File: config.mk
export PLATFORM = sky130hd
export DESIGN_NAME = cpu_mem_responder
export DESIGN_NICKNAME = d
export VERILOG_FILES = /design/src/rtl/mem_resp_pkg.sv /design/src/rtl/mem_byte_lanes.sv /design/src/rtl/cpu_mem_responder.sv
export SDC_FILE = /design/constraint.sdc
export NUM_CORES = 2
export LEC_CHECK = 0
export ABC_AREA = 1
export CAP_MARGIN = 5
export CORE_ASPECT_RATIO = 0.8
export CORE_MARGIN = 2
export CORE_UTILIZATION = 41
export DETAILED_ROUTE_END_ITERATION = 8
export PLACE_DENSITY = 0.67
export SYNTH_ARGS = -nofsm -noshare
export SYNTH_HDL_FRONTEND = slang
export SYNTH_SLANG_ARGS = --single-unit
File: constraint.sdc
create_clock -name clock -period 4.5 [get_ports clock]
set_input_delay 1.125 -clock clock [delete_from_list [all_inputs] [get_ports clock]]
set_output_delay 1.125 -clock clock [all_outputs]
set_load 0.005 [all_outputs]
File: src/rtl/mem_resp_pkg.sv
// Shared definitions for the CPU memory responder: FSM state encoding,
// wait-counter width and big-endian byte-lane numbering (lane 0 = MSB).
package mem_resp_pkg;

  typedef enum logic [1:0] {
    IDLE = 2'd0,
    BUSY = 2'd1,
    DONE = 2'd2
  } state_t;

  localparam int WAIT_W    = 4;
  localparam int NUM_LANES = 4;

  // Lane numbers: lane 0 holds the most significant byte (lowest address).
  localparam int LANE_B0 = 0;
  localparam int LANE_B1 = 1;
  localparam int LANE_B2 = 2;
  localparam int LANE_B3 = 3;

  // Bit position of a lane's least significant bit within a 32-bit word.
  function automatic int lane_lsb(input int lane);
    return 8 * (NUM_LANES - 1 - lane);
  endfunction

endpackage

File: src/rtl/mem_byte_lanes.sv
// Four 8-bit RAM lanes sharing one word index and one write enable.
// Big-endian mapping: lane 0 <-> data[31:24], lane 3 <-> data[7:0].
// Writes are synchronous; the read word is presented combinationally and
// registered by the parent.
module mem_byte_lanes
  import mem_resp_pkg::*;
#(
  parameter int DEPTH_WORDS = 64
) (
  input  logic                           clock,
  input  logic                           we,
  input  logic [$clog2(DEPTH_WORDS)-1:0] idx,
  input  logic [31:0]                    wdata,
  output logic [31:0]                    rdata
);

  logic [7:0] lane_mem [NUM_LANES][DEPTH_WORDS];

  // All four lanes commit together on one edge.
  always_ff @(posedge clock) begin
    if (we) begin
      for (int l = 0; l < NUM_LANES; l++) begin
        lane_mem[l][idx] <= wdata[lane_lsb(l) +: 8];
      end
    end
  end

  // Reassemble the addressed word from its lanes.
  always_comb begin
    rdata = '0;
    for (int l = 0; l < NUM_LANES; l++) begin
      rdata[lane_lsb(l) +: 8] = lane_mem[l][idx];
    end
  end

endmodule

File: src/rtl/cpu_mem_responder.sv
// Responder side of the CPU memory port. Accepts word read/write requests,
// completes them after WAIT_STATES extra cycles with a one-cycle Ready pulse.
// Optional alignment check: define MEM_ALIGN_CHECK_EN to add the Fault output
// and reject accesses with Address[1:0] != 0.
module cpu_mem_responder
  import mem_resp_pkg::*;
#(
  parameter int DEPTH_WORDS = 64,
  parameter int WAIT_STATES = 1
) (
  input  logic        clock,
  input  logic        reset,
  input  logic        Req,
  input  logic        Wr,
  input  logic [31:0] Address,
  input  logic [31:0] DataIn,
  output logic [31:0] DataOut,
  output logic        Ready
`ifdef MEM_ALIGN_CHECK_EN
  ,
  output logic        Fault
`endif
);

  localparam int AW = $clog2(DEPTH_WORDS);
  localparam logic [WAIT_W-1:0] WAIT_INIT = WAIT_W'(WAIT_STATES);
  localparam logic [WAIT_W-1:0] WAIT_ONE  = WAIT_W'(1);

  state_t            state;
  logic [WAIT_W-1:0] cnt;

  logic          wr_p0;
  logic          mis_p0;
  logic [AW-1:0] idx_p0;
  logic [31:0]   data_p0;

  logic          mis_in;
  logic          unused_addr;
  logic          accept;
  logic          fire_now;
  logic          fire;
  logic          acc_wr;
  logic          acc_mis;
  logic [AW-1:0] acc_idx;
  logic [31:0]   acc_data;
  logic [31:0]   rdata;
  logic          mem_we;

`ifdef MEM_ALIGN_CHECK_EN
  assign mis_in      = |Address[1:0];
  assign unused_addr = ^Address[31:AW+2];
`else
  assign mis_in      = 1'b0;
  assign unused_addr = ^{Address[31:AW+2], Address[1:0]};
`endif

  // Decide whether an access completes on this edge and which operands it uses:
  // the live inputs for a zero-wait acceptance, otherwise the latched request.
  always_comb begin
    accept   = Req && (state != BUSY);
    fire_now = accept && (WAIT_STATES == 0);
    fire     = fire_now || ((state == BUSY) && (cnt <= WAIT_ONE));
    acc_wr   = fire_now ? Wr               : wr_p0;
    acc_mis  = fire_now ? mis_in           : mis_p0;
    acc_idx  = fire_now ? Address[AW+1:2]  : idx_p0;
    acc_data = fire_now ? DataIn           : data_p0;
    mem_we   = fire && acc_wr && !acc_mis && !reset;
  end

  // ---- stage p0: request operands captured at acceptance ----
  // Operand latch; holds data only, so it is not reset.
  always_ff @(posedge clock) begin
    if (accept) begin
      wr_p0   <= Wr;
      mis_p0  <= mis_in;
      idx_p0  <= Address[AW+1:2];
      data_p0 <= DataIn;
    end
  end

  // ---- stage p1: array access and registered completion ----
  mem_byte_lanes #(
    .DEPTH_WORDS (DEPTH_WORDS)
  ) u_lanes (
    .clock (clock),
    .we    (mem_we),
    .idx   (acc_idx),
    .wdata (acc_data),
    .rdata (rdata)
  );

  // Control FSM: acceptance, wait countdown, completion pulse and read data.
  always_ff @(posedge clock) begin
    if (reset) begin
      state   <= IDLE;
      cnt     <= '0;
      Ready   <= 1'b0;
      DataOut <= '0;
`ifdef MEM_ALIGN_CHECK_EN
      Fault   <= 1'b0;
`endif
    end else begin
      Ready <= fire;
`ifdef MEM_ALIGN_CHECK_EN
      Fault <= fire && acc_mis;
`endif
      if (fire && acc_mis) begin
        DataOut <= '0;
      end else if (fire && !acc_wr) begin
        DataOut <= rdata;
      end
      case (state)
        IDLE, DONE: begin
          if (Req) begin
            cnt   <= WAIT_INIT;
            state <= (WAIT_STATES == 0) ? DONE : BUSY;
          end else begin
            state <= IDLE;
          end
        end
        BUSY: begin
          cnt <= cnt - WAIT_ONE;
          if (cnt <= WAIT_ONE) begin
            state <= DONE;
          end
        end
        default: state <= IDLE;
      endcase
    end
  end

endmodule

==> metrics.yaml <==
yosys_warnings: 0
worstPathCellList: "inv_16 -> buf_12 -> nand2_1 -> nand3_1 -> nand2_1 -> o21ai_0 -> nand2_1 -> nor2_1 -> nand3_1 -> nand2_1 -> inv_1"
worst_pin_slew_ns: 1.217
globalRouteTotalUtil_pct: 20.96
worst_setup_path_start_kind: "flip-flop"
p_per_area_nw_per_um2: 413.2
drt_pass1_iterations: 8
cpPeakStageDelay_ns: 0.73
die_h_um: 420.5
syn-instance-count: 8103
ir_drop_mv: 0.4445
nFillCells: 18650
postRouteAntennaNets: 0
place_inst: 10880
cts_resized: 0
final_common_cell: "nand2_1"
die_area_um2: 220600
slew_violations: 0
hold_end: "cnt[1]"
worstPathArrival_ns: 4.37
crit_path_end_kind: "flip-flop"
finish.utilization_pct: 46.84
start_util_pct: 41.33
period_share_pct: 80.76
crit_top_cell: "nand2_1"
cp_data_required_time_ns: 5.24
setup_ws_ns: 0.8658
gp_congestion: 0.8270
layout_min_cycle_time_ns: 3.634
drive_above_1_share_pct: 7.856
nets: 8299
cts.sinks: 2126
intPower_w: 0.03209
grt_pass1_wl_um: 344000
rsz0062_at_grt: "false"
r2r-start: "acc_idx[0]"
yosysTopAreaCell: "edfxtp_1"
clockBufferDepth: 3
num_vias: 57270
crit_fanout: 136
stdcell_count: 11250
hold_depth: 2
die_w_um: 524.6
area_growth_pct: 13.34
post_cts_buffers: 0
hp-class: "flip-flop to flip-flop"
grt-ovfl-total: 0
h-tree-depth: 4
crit_slowest_cell: "edfxtp_1"
cts_tree: "yes"
clk_pin_slew_ns: 0.07
drtIter0Drc: 7319
grt_max_degree: 137
yosysSeqAreaShare_pct: 71.38
maxCapViolCount: 0
r2r_cells: 11
cts_buffers: 200
switching_power_w: 0.009548
syn_nets: 8173
slew_headroom_pct: 18.84
setup_viol: 0
clk_latency_ns: 0.85
r2r-end: "DataOut[30]"
diodes: 0
fin_tns_setup_ns: 0
grt_pass1_vias: 54020
outcome: "complete, no violations"
mostFrequentLayoutCells: "2115 x nand2_1, 2087 x edfxtp_1, 1460 x inv_1"
hp-start: "cnt[1]"
rows: 152
ioPinCount: 101
drcViolationCount: 0
core_area_um2: 215100
power_frac_clock_pct: 40.0
max_freq_ghz: 0.2752
avgSynthCellArea_um2: 10.97
p_sw_share_pct: 22.93
wl_per_cell_um: 20.86
skew_ns: 0.01991
cts_hold_buf: 0
cts-root-buf: "clkbuf_16"
cpLargestDelayFamily: "simple AND/OR/NAND/NOR gates"
ff2ff_setup_slack_ns: 0.87
ys_ff_latch: 2126
synth.distinct_cells: 29
place_ws_ns: 0.9820
comb_power_share_pct: 7.1
syn-cell-area_um2: 88890
antenna_found_initial: 6
hold_viol: 0
critPathKind: "flip-flop to flip-flop"
cp_num_buf_inv: 3
seqPwrFrac_pct: 52.9
p_leak_nw: 40.86
dpl.hpwl_um: 130100
io_buffers: 74
via_per_inst: 5.091
worst_hold_slack_ns: 0.5044
cp.depth: 11
synth_top_area_share_pct: 70.50
synth_area_leaders: "edfxtp_1 71%, nand2_1 8.9%, inv_1 6.2%"
routed_wl_um: 234600
kinds of logic (layout without fill, tap and decap cells):
kind of cell / Yosys count / count (layout) / share of synthesized area, %
and+or+nand+nor: 3580 / 3580 / 16.35
adders and majority gates: 2 / 2 / 0.02815
buffers and inverters: 1841 / 2139 / 8.319
DFF: 2126 / 2126 / 71.38
AOI/OAI and AO/OA: 554 / 554 / 3.920
worst max-delay path by stage:
stage | startpoint | endpoint | slack [ns]
6_report | acc_idx[0] | DataOut[30] | 0.87
5_1_grt | acc_idx[0] | DataOut[30] | 0.80
4_1_cts | acc_idx[0] | DataOut[30] | 0.94
3_5_place_dp | acc_idx[0] | DataOut[30] | 0.98
3_3_place_gp | acc_idx[0] | DataOut[30] | 1.01
2_1_floorplan | reset | u_lanes.lane_mem[0][0] | 0.74
layer usage:
layer / vias to the layer above / global-route usage [%] / share of wire [%]
met5: - / 0 / 0.012
met3: 373 / 3.244 / 9.5
li1: 26610 / - / -
met2: 2646 / 33.47 / 46
met1: 27640 / 29.20 / 42
met4: 4 / 7.328 / 3.4
power groups by stage:
stage                     clock [W]  combinational, W  sequential (W)
after global routing         0.0176           0.00321          0.0220
after floorplan                   0           0.00155          0.0226
after global placement            0           0.00286          0.0225
final                        0.0166           0.00296          0.0220
after CTS                    0.0168           0.00294          0.0220
after detailed placement          0           0.00293          0.0225
flip-flops by register name, indices dropped and copies added, names as in the netlist:
register and flops:
DataOut 32, Ready 1, acc_data 32, acc_idx 6
acc_wr 1, cnt 4, state 2, u_lanes.lane_mem 2048
cell type report:
class | instances | area (um2) | area share, %
timing repair buffer | 298 | 3218 | 3.194
inverter | 1467 | 5525 | 5.484
clock inverter | 102 | 875.8 | 0.8693
clock buffer | 272 | 5525 | 5.484
multi-input combinational | 4136 | 18590 | 18.45
tap | 2849 | 3565 | 3.538
sequential | 2126 | 63450 | 62.98
worst register-to-register path, cell delays in order, from the launching register on:
cell and delay [ns]:
edfxtp_1 0.73, inv_16 0.53, buf_12 0.56, nand2_1 0.08, nand3_1 0.08, nand2_1 0.05
o21ai_0 0.53, nand2_1 0.10, nor2_1 0.47, nand3_1 0.24, nand2_1 0.11, inv_1 0.04
cells in the mapped netlist, drive strengths merged:
| cell type | count |
|---|---|
| inv | 1466 |
| a21oi | 5 |
| a311oi | 1 |
| o211ai | 281 |
| ha | 2 |
| edfxtp | 2087 |
| buf | 263 |
| dfxtp | 39 |
| nand2 | 2116 |
| clkinv | 1 |
| a22oi | 1 |
| or2 | 103 |
| nor3 | 11 |
| a211oi | 1 |
| clkbuf | 111 |
| nand3 | 628 |
| o21ai | 265 |
| nor2 | 722 |
through the flow:
| stage | area, um2 | power, W |
|---|---|---|
| detailed placement | 94350 | 0.02538 |
| floorplan | 88890 | 0.02417 |
| global placement | 94350 | 0.02531 |
| global route | 100800 | 0.04283 |
| finish | 100800 | 0.04164 |
| CTS | 100800 | 0.04179 |
No activity file was read; power rests on OpenSTA's default activity.
